[config.mk]
export PLATFORM = sky130hd
export DESIGN_NAME = control_unit
export DESIGN_NICKNAME = d
export VERILOG_FILES = /design/src/rtl/kgp_ctrl_pkg.sv /design/src/rtl/ctrl_decoder.sv /design/src/rtl/control_unit.sv
export SDC_FILE = /design/constraint.sdc
export NUM_CORES = 1
export LEC_CHECK = 0
export ABC_AREA = 1
export BUFFER_PORTS_ARGS = -buffer_cell sky130_fd_sc_hd__buf_2
export CORE_UTILIZATION = 27
export CTS_CLUSTER_DIAMETER = 200
export CTS_CLUSTER_SIZE = 16
export DETAILED_ROUTE_END_ITERATION = 7
export SYNTH_ARGS = -nofsm -noshare
export SYNTH_HDL_FRONTEND = slang
export SYNTH_SLANG_ARGS = --single-unit
[constraint.sdc]
create_clock -name clk -period 2.1 [get_ports clk]
set_input_delay 0.315 -clock clk [delete_from_list [all_inputs] [get_ports clk]]
set_output_delay 0.315 -clock clk [all_outputs]
set_load 0.01 [all_outputs]
[src/rtl/kgp_ctrl_pkg.sv]
// Shared encodings for the KGP-miniRISC control unit and anything that drives or checks the datapath.
// Latency: n/a (types and constants only).
// Backpressure: n/a.
package kgp_ctrl_pkg;

    typedef enum logic [2:0] {
        ST_IDLE   = 3'd0,
        ST_FETCH  = 3'd1,
        ST_DECODE = 3'd2,
        ST_EXEC   = 3'd3,
        ST_MEM    = 3'd4,
        ST_WB     = 3'd5,
        ST_HALT   = 3'd6
    } state_t;

    typedef enum logic [5:0] {
        OP_RTYPE = 6'd0,
        OP_ADDI  = 6'd1,
        OP_COMPI = 6'd2,
        OP_LW    = 6'd3,
        OP_SW    = 6'd4,
        OP_BR    = 6'd5,
        OP_BLTZ  = 6'd6,
        OP_BZ    = 6'd7,
        OP_BNZ   = 6'd8,
        OP_B     = 6'd9,
        OP_BL    = 6'd10,
        OP_BCY   = 6'd11,
        OP_BNCY  = 6'd12
    } opcode_t;

    typedef enum logic [3:0] {
        ALU_ADD   = 4'd0,
        ALU_COMP  = 4'd1,
        ALU_AND   = 4'd2,
        ALU_XOR   = 4'd3,
        ALU_SHLL  = 4'd4,
        ALU_SHRL  = 4'd5,
        ALU_SHLLV = 4'd6,
        ALU_SHRLV = 4'd7,
        ALU_SHRA  = 4'd8,
        ALU_SHRAV = 4'd9,
        ALU_DIFF  = 4'd10
    } alu_op_t;

    // Largest R-type func value that maps onto a real ALU operation.
    localparam logic [5:0] FUNC_MAX = 6'd10;

    typedef enum logic [4:0] {
        BR_NONE = 5'd0,
        BR_B    = 5'd1,
        BR_BL   = 5'd2,
        BR_BCY  = 5'd3,
        BR_BNCY = 5'd4,
        BR_BR   = 5'd5,
        BR_BLTZ = 5'd6,
        BR_BZ   = 5'd7,
        BR_BNZ  = 5'd8
    } br_op_t;

    typedef enum logic [1:0] {
        RW_NONE = 2'b00,
        RW_RD   = 2'b01,
        RW_LINK = 2'b10
    } reg_write_t;

    typedef enum logic [1:0] {
        RWM_PC4 = 2'b00,
        RWM_MEM = 2'b01,
        RWM_ALU = 2'b10
    } rw_mux_t;

    typedef enum logic {
        IMM_SEXT = 1'b0,
        IMM_ZEXT = 1'b1
    } imm_ext_t;

    typedef enum logic {
        ALU_B_REG = 1'b0,
        ALU_B_IMM = 1'b1
    } alu_src_t;

    typedef enum logic [2:0] {
        CLS_ALU     = 3'd0,
        CLS_LOAD    = 3'd1,
        CLS_STORE   = 3'd2,
        CLS_BRANCH  = 3'd3,
        CLS_ILLEGAL = 3'd4
    } instr_cls_t;

    // Everything the FSM needs to know about one instruction.
    typedef struct packed {
        instr_cls_t  cls;
        logic [3:0]  alu_op;
        logic        alu_mux;
        logic        imm_mux;
        logic [4:0]  br_op;
        logic        link;
    } ctrl_word_t;

endpackage

[src/rtl/ctrl_decoder.sv]
// Combinational opcode/func classifier producing the per-instruction control word.
// Latency: 0 cycles (pure combinational).
// Backpressure: none.
module ctrl_decoder
    import kgp_ctrl_pkg::*;
(
    input  logic [5:0]  opcode,
    input  logic [5:0]  func,
    output ctrl_word_t  cw
);

    // Unknown opcodes and out-of-range R-type funcs fall through as CLS_ILLEGAL with an all-zero word.
    always_comb begin
        cw         = '0;
        cw.cls     = CLS_ILLEGAL;
        cw.alu_op  = ALU_ADD;
        cw.alu_mux = ALU_B_REG;
        cw.imm_mux = IMM_SEXT;
        cw.br_op   = BR_NONE;
        cw.link    = 1'b0;
        case (opcode)
            OP_RTYPE: begin
                if (func <= FUNC_MAX) begin
                    cw.cls    = CLS_ALU;
                    cw.alu_op = func[3:0];
                end
            end
            OP_ADDI: begin
                cw.cls     = CLS_ALU;
                cw.alu_op  = ALU_ADD;
                cw.alu_mux = ALU_B_IMM;
            end
            OP_COMPI: begin
                cw.cls     = CLS_ALU;
                cw.alu_op  = ALU_COMP;
                cw.alu_mux = ALU_B_IMM;
            end
            OP_LW: begin
                cw.cls     = CLS_LOAD;
                cw.alu_mux = ALU_B_IMM;
            end
            OP_SW: begin
                cw.cls     = CLS_STORE;
                cw.alu_mux = ALU_B_IMM;
            end
            OP_BR:   begin cw.cls = CLS_BRANCH; cw.br_op = BR_BR;   end
            OP_BLTZ: begin cw.cls = CLS_BRANCH; cw.br_op = BR_BLTZ; end
            OP_BZ:   begin cw.cls = CLS_BRANCH; cw.br_op = BR_BZ;   end
            OP_BNZ:  begin cw.cls = CLS_BRANCH; cw.br_op = BR_BNZ;  end
            OP_B:    begin cw.cls = CLS_BRANCH; cw.br_op = BR_B;    end
            OP_BL: begin
                cw.cls   = CLS_BRANCH;
                cw.br_op = BR_BL;
                cw.link  = 1'b1;
            end
            OP_BCY:  begin cw.cls = CLS_BRANCH; cw.br_op = BR_BCY;  end
            OP_BNCY: begin cw.cls = CLS_BRANCH; cw.br_op = BR_BNCY; end
            default: ;
        endcase
    end

endmodule

[src/rtl/control_unit.sv]
// Multi-cycle control FSM for KGP-miniRISC; sequences fetch/decode/exec/mem/wb and drives data_path controls.
// Latency: branch 3, R-type/imm 4, sw 4, lw 5 cycles per instruction; all outputs registered.
// Backpressure: none; en is sampled only in IDLE. CTRL_ILLEGAL_TRAP_EN selects trap-to-HALT on illegal instructions.
module control_unit
    import kgp_ctrl_pkg::*;
#(
    parameter int ILLEGAL_W = 1
) (
    input  logic                 clk,
    input  logic                 rst,
    input  logic                 en,
    input  logic [5:0]           opcode,
    input  logic [5:0]           func,
    output logic                 pc_en,
    output logic                 ir_en,
    output logic [1:0]           reg_write,
    output logic                 imm_mux_ctrl,
    output logic                 alu_mux_ctrl,
    output logic [3:0]           alu_op,
    output logic                 dmem_enable,
    output logic                 dmem_write_enable,
    output logic [1:0]           reg_write_mux_ctrl,
    output logic [4:0]           br_op,
    output logic [2:0]           state_out,
    output logic [ILLEGAL_W-1:0] illegal
);

    state_t     state;
    logic [5:0] op_q;
    logic [5:0] fn_q;
    logic [5:0] dec_op;
    logic [5:0] dec_fn;
    ctrl_word_t cw;

    // The live opcode is only looked at on the DECODE->EXEC edge, where it is also captured;
    // every later state decodes the captured copy, so input changes after DECODE are inert.
    assign dec_op = (state == ST_DECODE) ? opcode : op_q;
    assign dec_fn = (state == ST_DECODE) ? func   : fn_q;

    ctrl_decoder u_dec (
        .opcode (dec_op),
        .func   (dec_fn),
        .cw     (cw)
    );

    assign state_out = state;

`ifdef CTRL_ILLEGAL_TRAP_EN
    localparam bit TRAP_EN = 1'b1;

    // Sticky illegal flag, raised together with the move into HALT; only reset clears it.
    always_ff @(posedge clk or negedge rst) begin
        if (!rst) begin
            illegal <= '0;
        end else if (state == ST_DECODE && cw.cls == CLS_ILLEGAL) begin
            illegal <= ILLEGAL_W'(1);
        end
    end
`else
    localparam bit TRAP_EN = 1'b0;

    assign illegal = '0;
`endif

    // State sequencing plus registered outputs: each transition loads the outputs for the state being entered.
    always_ff @(posedge clk or negedge rst) begin
        if (!rst) begin
            state              <= ST_IDLE;
            op_q               <= '0;
            fn_q               <= '0;
            pc_en              <= 1'b0;
            ir_en              <= 1'b0;
            reg_write          <= RW_NONE;
            reg_write_mux_ctrl <= RWM_PC4;
            dmem_enable        <= 1'b0;
            dmem_write_enable  <= 1'b0;
            br_op              <= BR_NONE;
            alu_op             <= ALU_ADD;
            alu_mux_ctrl       <= ALU_B_REG;
            imm_mux_ctrl       <= IMM_SEXT;
        end else begin
            pc_en              <= 1'b0;
            ir_en              <= 1'b0;
            reg_write          <= RW_NONE;
            reg_write_mux_ctrl <= RWM_PC4;
            dmem_enable        <= 1'b0;
            dmem_write_enable  <= 1'b0;
            br_op              <= BR_NONE;
            alu_op             <= ALU_ADD;
            alu_mux_ctrl       <= ALU_B_REG;
            imm_mux_ctrl       <= IMM_SEXT;
            case (state)
                ST_IDLE: begin
                    if (en) begin
                        state <= ST_FETCH;
                        ir_en <= 1'b1;
                    end
                end
                ST_FETCH: begin
                    state <= ST_DECODE;
                end
                ST_DECODE: begin
                    op_q <= opcode;
                    fn_q <= func;
                    if (TRAP_EN && cw.cls == CLS_ILLEGAL) begin
                        state <= ST_HALT;
                    end else begin
                        state        <= ST_EXEC;
                        alu_op       <= cw.alu_op;
                        alu_mux_ctrl <= cw.alu_mux;
                        imm_mux_ctrl <= cw.imm_mux;
                        // Branches resolve here; an untrapped illegal instruction retires as a NOP here too.
                        if (cw.cls == CLS_BRANCH || cw.cls == CLS_ILLEGAL) begin
                            pc_en <= 1'b1;
                            br_op <= cw.br_op;
                        end
                        if (cw.link) begin
                            reg_write          <= RW_LINK;
                            reg_write_mux_ctrl <= RWM_PC4;
                        end
                    end
                end
                ST_EXEC: begin
                    case (cw.cls)
                        CLS_LOAD, CLS_STORE: begin
                            state        <= ST_MEM;
                            dmem_enable  <= 1'b1;
                            alu_op       <= cw.alu_op;
                            alu_mux_ctrl <= cw.alu_mux;
                            imm_mux_ctrl <= cw.imm_mux;
                            if (cw.cls == CLS_STORE) begin
                                dmem_write_enable <= 1'b1;
                                pc_en             <= 1'b1;
                            end
                        end
                        CLS_ALU: begin
                            state              <= ST_WB;
                            reg_write          <= RW_RD;
                            reg_write_mux_ctrl <= RWM_ALU;
                            pc_en              <= 1'b1;
                            alu_op             <= cw.alu_op;
                            alu_mux_ctrl       <= cw.alu_mux;
                            imm_mux_ctrl       <= cw.imm_mux;
                        end
                        default: begin
                            state <= ST_FETCH;
                            ir_en <= 1'b1;
                        end
                    endcase
                end
                ST_MEM: begin
                    if (cw.cls == CLS_LOAD) begin
                        state              <= ST_WB;
                        reg_write          <= RW_RD;
                        reg_write_mux_ctrl <= RWM_MEM;
                        pc_en              <= 1'b1;
                        alu_op             <= cw.alu_op;
                        alu_mux_ctrl       <= cw.alu_mux;
                        imm_mux_ctrl       <= cw.imm_mux;
                    end else begin
                        state <= ST_FETCH;
                        ir_en <= 1'b1;
                    end
                end
                ST_WB: begin
                    state <= ST_FETCH;
                    ir_en <= 1'b1;
                end
                ST_HALT: begin
                    state <= ST_HALT;
                end
                default: begin
                    state <= ST_IDLE;
                end
            endcase
        end
    end

endmodule

==> results of run 1 <==
==> registers in the layout, summed over array words and instances (netlist names) <==
register	flops
alu_mux_ctrl	1
alu_op	4
br_op	4
dmem_enable	1
dmem_write_enable	1
fn_q	6
ir_en	1
op_q	6
pc_en	1
reg_write	2
reg_write_mux_ctrl	2
state_out	3
==> report_power, final <==
part	switching [mW]	leakage, nW	total (mW)	internal, mW
clock network	0.225	0.0510	0.486	0.261
registers	0.0916	0.416	0.904	0.813
logic	0.958	0.569	1.49	0.532
==> cells by family after synthesis <==
kind of cell           after synthesis  share of synthesized area, %
DFF                                 32                          51.7
and+or+nand+nor                    104                          34.6
AOI/OAI and AO/OA                   12                          5.25
other                                1                         0.242
buffers and inverters               25                          8.23
==> critical path, cell delays in order, from the launching register on <==
cell     delay, ns
dfrtp_2       0.46
inv_2         0.08
nand3_2       0.17
buf_12        0.21
nand2_1       0.10
o21ai_4       0.09
nor2_1        0.18
nand3_1       0.14
nand3_2       0.13
nor2_4        0.06
nor2_1        0.14
nand2_1       0.08
==> cell type report <==
type	count	area [µm²]	area share (%)
clock buffer	6	82.6	4.29
clock inverter	2	10.0	0.519
inverter	19	71.3	3.70
multi-input combinational	119	642	33.3
sequential	32	803	41.7
tap	72	90.1	4.68
timing repair buffer	40	228	11.8
==> cell usage in the layout, fill, tap and decap left out, types with 4 or more instances in the layout <==
| master | n |
|---|---|
| nor2_4 | 5 |
| nand3_1 | 13 |
| nor2_1 | 8 |
| nor2_2 | 7 |
| buf_4 | 5 |
| inv_1 | 16 |
| buf_2 | 34 |
| nand2_1 | 46 |
| clkbuf_8 | 6 |
| a21oi_1 | 4 |
| nand2_2 | 7 |
| dfrtp_1 | 30 |
| nor3_1 | 7 |
==> layer usage <==
layer  vias up  routed length, µm  share of wire, %
li1        626                  -                 -
met1       545               1470                46
met2        24               1550                48
met3         2                147               4.6
met4         0                 29              0.91
met5         -                  0                 0
==> through the flow <==
stage	instances	setup TNS, ns
floorplan	176	0
global placement	282	0
finish	290	0
CTS	290	0
global route	290	-0.00501
detailed placement	282	0
==> repair_timing <==
item,in CTS,in global routing
hold buffers,0,0
endpoints found under the setup margin,0,10
gates resized for setup,0,4
endpoints found under the hold margin,0,0
==> synth_stat cells (all sizes together), types with 2 or more instances <==
| library cell | instances | area [µm²] |
|---|---|---|
| nand3 | 16 | 95.1 |
| buf | 6 | 56.3 |
| nor3 | 8 | 45.0 |
| inv | 19 | 71.3 |
| or2 | 2 | 12.5 |
| o21ai | 7 | 50.0 |
| a21oi | 4 | 20.0 |
| nand2 | 54 | 228 |
| dfrtp | 32 | 801 |
| nand4 | 3 | 25.0 |
| nor2 | 20 | 125 |
==> worst max-delay path by stage <==
stage                       startpoint            to  slack [ns]
final                     state_out[2]  state_out[2]        0.13
after detailed placement  state_out[1]  alu_mux_ctrl        0.07
after CTS                 state_out[1]         pc_en        0.05
after global placement    state_out[1]  alu_mux_ctrl        0.10
after global routing      state_out[2]  state_out[2]      -0.003
after floorplan           state_out[2]  alu_mux_ctrl        0.31
==> run metrics, run 1 <==
H-tree Lvls=2; Die Width=77.8 µm; first-pass iteration count of the detailed router=4; vias per cell=4.13; nature of the critical path endpoint=register; 1st-iter DRT viols=84; worst relative slew slack=53.6%; final WL=3200 µm; worst slack, placed=0.0668 ns; grt met1 use=14.9%; global routing met3 resource utilization=4.00%; Syn Area/Cell=8.91 µm²; area of placed instances=1820 µm²; core area=5510 µm²; Yosys reg bits=32; sequential area share after synthesis=51.7%; worst r2r src=state_out[2]; initial antenna violation count=0; Ports=38; synth unique cells=25; Die Height=between 70 and 80 µm; vias in the first global route=around 1200; design area=between 1500 and 2000 µm²; crit path max fanout=16; CP Class=register to register; # clock sinks=32; Site Rows=27; worst reg-to-reg path cell count=11; DIE AREA=6050 µm²; aggregate global routing overflow=0; Buffers on Ports=34; maximum vdd drop=0.450 mV; DRC errors left=0; # setup viols final=0; final core utilization=35.0%; Via Count=around 1200; Least-Margin Pin Slew=0.696 ns; Layout Skew=0.00322 ns; Max-Cap Viols=0; Root Buffer Master=clkbuf_8; WL/cell=11.0 µm; CTS max path bufs=2; GRT Resource Usage Total=between 10% and 20%; Fin Hold WS=0.0813 ns; antenna-violating nets left=0; ys async rst share=100%; final period utilization=94.0%; GR Layer Usage met2=19.0%; Post-synth EDFFs=0; busiest layer in global routing=met2; YS warnings=0; Placer Congestion=0.819; NumNets Final=232; Clk pin slew, worst setup/hold paths=around 0.07 ns; Lkg Pwr=1.04 nW; crit start category=register; pwr/cell area=1500 nW/µm²; Ant. Diodes=0; fraction of layout cells with a size suffix above 1=39.0%; Num CTS Buffers=5; # fillers=~570; Pins Over Slew Limit=0; fmax=~510 MHz; CTS tree=built; Final min period=just under 2 ns; clk_lat worst skew=about 0.28 ns; Final Hold Fails=0; Layout Area Growth over Synthesis=24.3%; flop2flop setup slack=0.13 ns; Synth Cell Area=about 1600 µm²; CP required=2.26 ns; Hold Crit Class=primary input to async pin; first-pass GRT wire length=between 5000 and 6000 µm; CP arrival=around 2.1 ns; cells after synthesis=between 150 and 200; Critical R2R Capture=state_out[2]; overall power=2.88 mW; Final WS setup=0.125 ns; ys flop type=dfrtp_1; DP HPWL=approximately 2400 µm; Initial Util=28.2%; largest net degree at the start of global routing=33; postcts setup bufs=0; status=finished clean
Note: power is estimated with default switching activity, not from simulation.
==> run 2: changes to the inputs <==
Settings changed: CTS_CLUSTER_DIAMETER 200 to not set, RECOVER_POWER set to 50.
==> run metrics, run 2 (synthesized netlist as in run 1, its figures left out) <==
# clock sinks=32; pwr/cell area=1500 nW/µm²; core area=5510 µm²; initial antenna violation count=0; vias in the first global route=1194; CTS tree=built; Layout Area Growth over Synthesis=24.2%; Post-CTS Hold Buffers=0; CP required=2.26 ns; aggregate global routing overflow=0; CP Launch Point=state_out[2]; GRT Resource Usage Total=around 12%; design area=roughly 1900 µm²; DIE AREA=6050 µm²; Die Height=77.8 µm; 1st-iter DRT viols=84; CP arrival=2.13 ns; Least-Margin Pin Slew=1.66 ns; area of placed instances=1820 µm²; Via Count=1197; Pins Over Slew Limit=33; Root Buffer Master=clkbuf_8; vias per cell=4.13; commonest non-fill, non-tap cell in the layout=nand2_1; H-tree Lvls=2; final core utilization=35.0%; failing checks=max-capacitance violations, max-slew violations; DP HPWL=2400 µm; Ant. Diodes=0; nature of the critical path endpoint=register; Initial Util=28.2%; fmax=506 MHz; biggest regs=fn_q: 6 flops, op_q: 6 flops; Buffers on Ports=34; Hold Crit Class=primary input to register; Num CTS Buffers=5; first-pass GRT wire length=5510 µm; crit path max fanout=16; # fillers=571; Placer Congestion=just over 0.8; WL/cell=around 11 µm; Multi-input gate area=642 µm²; NumNets Final=232; status=finished with violations; CTS max path bufs=2; Clk pin slew, worst setup/hold paths=0.07 ns; Max-Cap Viols=1; antenna-violating nets left=0; TNS Setup=0 ns; largest net degree at the start of global routing=33; first-pass iteration count of the detailed router=4; Fin Hold WS=0.257 ns; Lkg Pwr=1.03 nW; Final Hold Fails=0; final period utilization=a little over nine tenths; Final min period=1.97 ns; fraction of layout cells with a size suffix above 1=about two fifths; worst r2r src=state_out[2]; # setup viols final=0; overall power=2.88 mW; CP Class=register to register; most frequent cells in the layout=46 x nand2_1, 33 x buf_2, 30 x dfrtp_1; Hold Crit Start=func[5]; DRC errors left=0; crit start category=register; register area=~800 µm²; Layout Skew=0.00322 ns; Die Width=77.8 µm; worst relative slew slack=-11.0%; final WL=3200 µm; clk_lat worst skew=0.28 ns; Site Rows=27; maximum vdd drop=0.450 mV; Ports=38
==> run 2: cell count changes in the layout (fill, tap and decap cells not counted) <==
cell      previous run  this run
buf_2               34        33
clkbuf_1             0         1
==> run 2: what timing repair did <==
| action | 4_1_cts | 5_1_grt |
|---|---|---|
| setup buffers | 0 | 0 |
| resized for setup | 0 | 4 |
| endpoints found under the setup margin | 0 | 10 |
==> run 2: final cells by class <==
cell class	count	share of cell area, %
Clock buffer	6	4.29
Clock inverter	2	0.520
Tap cell	72	4.68
Timing Repair Buffer	40	11.8
Inverter	19	3.70
Multi-Input combinational cell	119	33.3
Sequential cell	32	41.7
==> run 2: worst paths after layout <==
path                                      to  slack (ns)  cells after the start
worst min register to register       fn_q[5]        0.48                      2
worst max register to register  state_out[2]        0.13                     11
worst min-delay path                 fn_q[5]        0.26                      3
max in group asynchronous       state_out[1]        0.56                      1
min in group asynchronous            fn_q[2]        0.46                      1
worst max-delay path            state_out[2]        0.13                     11
==> run 2: per-stage QoR <==
step	worst slack [ns]	cells
2_1_floorplan	0.312	176
3_3_place_gp	0.100	282
3_5_place_dp	0.0668	282
4_1_cts	0.0532	290
5_1_grt	-0.00290	290
6_report	0.125	290
==> run 2: routing by layer <==
metal	GRT usage, %	wire length (µm)	vias up
met1	14.9	1470	545
met3	4.00	146	2
met4	5.09	29	0
li1	-	-	626
met5	0	0	-
met2	19.0	1550	24
==> run 2: power by group <==
part           leakage, nW  internal (mW)  switching, mW
Clock               0.0510          0.261          0.225
Combinational        0.566          0.532          0.958
Sequential           0.416          0.813         0.0916
==> run 2: worst max-delay path, stage by stage, from the launching register on <==
cell	delay (ns)
dfrtp_2	0.46
inv_2	0.08
nand3_2	0.17
buf_12	0.21
nand2_1	0.10
o21ai_4	0.09
nor2_1	0.18
nand3_1	0.14
nand3_2	0.13
nor2_4	0.06
nor2_1	0.14
nand2_1	0.08
==> run 3: changes to the inputs <==
Settings changed: CTS_BUF_LIST set to sky130_fd_sc_hd__clkbuf_8, PLACE_DENSITY set to 0.5.
Clock period 2.1 ns to 1.8 ns, I/O delays scaled along.
==> run metrics, run 3 (synthesized netlist as in run 1, its figures left out) <==
fmax=555 MHz; pwr/cell area=1820 nW/µm²; Pins Over Slew Limit=0; most frequent cells in the layout=43 x nand2_1, 33 x buf_2, 31 x buf_4; Placer Congestion=approximately 0.78; Ports=38; crit path max fanout=5; worst relative slew slack=slightly below 50%; Initial Util=28.2%; Buffers on Ports=34; aggregate global routing overflow=0; first-pass GRT wire length=6090 µm; Die Height=77.8 µm; final period utilization=100%; fraction of layout cells with a size suffix above 1=48.6%; Final WS setup=-0.00301 ns; Layout Skew=around 0.011 ns; worst r2r src=state_out[0]; Ant. Diodes=0; commonest non-fill, non-tap cell in the layout=nand2_1; CP Launch Point=state_out[0]; vias per cell=4.16; CP required=1.98 ns; largest net degree at the start of global routing=33; clock network fraction of design power=between 10% and 20%; Clk pin slew, worst setup/hold paths=0.08 ns; Final Hold Fails=0; final WL=around 3600 µm; CP arrival=1.98 ns; DP HPWL=around 2600 µm; slowest stage delay, CP=0.39 ns; 1st-iter DRT viols=36; first-pass iteration count of the detailed router=4; Die Width=77.8 µm; Gate power share=56.3%; Hold Crit Class=primary input to async pin; H-tree Lvls=2; Via Count=~1300; status=finished with violations; clk_lat worst skew=0.29 ns; P_sw=1.67 mW; Root Buffer Master=clkbuf_8; core area=5510 µm²; maximum vdd drop=0.684 mV; failing checks=negative setup slack; Max-Cap Viols=0; nature of the critical path endpoint=register; vias in the first global route=1292; Final min period=1.80 ns; Int Power=approximately 2.3 mW; crit start category=register; WL/cell=11.4 µm; Cell Chain, Critical Path=inv_2 > nand2_4 > nor2_4 > nand2_2 > nand2_4 > and2_1 > nand3_2 > nand3_4 > nor2_4 > nor2_4 > nor2_2; Least-Margin Pin Slew=0.778 ns; sequential power share=a little over a quarter; CP Class=register to register; unrepaired setup endpoints after global routing=true; Layout Area Growth over Synthesis=40.9%; antenna-violating nets left=0; final core utilization=39.7%; initial antenna violation count=0; Lkg Pwr=1.18 nW; DRC errors left=0; CP most frequent cell=nor2_4; sw frac=a little over two fifths; # clock sinks=32; CTS max path bufs=2; GRT Resource Usage Total=13.1%; Fin Hold WS=0.0435 ns; CTS tree=built; # setup viols final=2; NumNets Final=259; DIE AREA=6050 µm²; biggest regs=fn_q: 6 flops, op_q: 6 flops; Site Rows=27; Num CTS Buffers=5; slowest CP cell=dfrtp_1
==> run 3: power by group through the flow <==
stage	Combinational (mW)	Sequential, mW	Clock, mW
2_1_floorplan	1.26	1.11	0
3_3_place_gp	2.07	1.05	0
3_5_place_dp	2.08	1.04	0
4_1_cts	2.14	1.03	0.695
5_1_grt	2.51	1.07	0.727
6_report	2.24	1.04	0.693
==> run 3: final cells by class <==
class                           count  area, µm²
Sequential cell                    32        803
Multi-Input combinational cell    120        689
Inverter                           19       71.3
Fill cell                         583       3320
Tap cell                           72       90.1
Clock buffer                        5       68.8
Clock inverter                      3       38.8
Timing Repair Buffer               66        423
==> run 3: metrics by stage <==
stage	instances	TNS, ns	cell area (µm²)	setup slack, ns	total power [mW]
6_report	317	-0.00319	2180	-0.00301	3.98
5_1_grt	317	-1.78	2180	-0.166	4.31
4_1_cts	315	0	2140	0.00699	3.87
3_5_place_dp	303	-0.141	1990	-0.0298	3.13
3_3_place_gp	303	-0.182	1990	-0.0397	3.12
2_1_floorplan	176	0	1560	0.0120	2.36
==> run 3: final timing paths <==
path	to	slack (ns)	cells past startpoint
max	alu_op[3]	-0.003	11
max in group asynchronous	state_out[1]	1.22	1
min	fn_q[5]	0.04	1
min in group clk	fn_q[4]	0.20	3
min reg2reg	fn_q[5]	0.48	2
max reg2reg	alu_op[3]	-0.003	11
==> run 3: what timing repair did <==
action / in CTS / in global routing
setup buffers: 4 / 2
endpoints found under the setup margin: 7 / 14
gates cloned: 1 / 0
pin swaps: 0 / 6
hold buffers: 0 / 0
gates resized for setup: 6 / 9
==> run 3: critical path, delay by kind of cell, from the launching register on <==
family,cells,cell delay [ns]
AND/OR/NAND/NOR,10,1.17
flip-flops,1,0.39
buffers and inverters,1,0.11
==> run 3: layer usage <==
metal	vias up	GRT usage [%]	wire length, µm
met5	-	0	0
li1	682	-	-
met1	606	16.9	1760
met4	0	3.58	21
met2	28	20.7	1670
met3	4	4.59	180
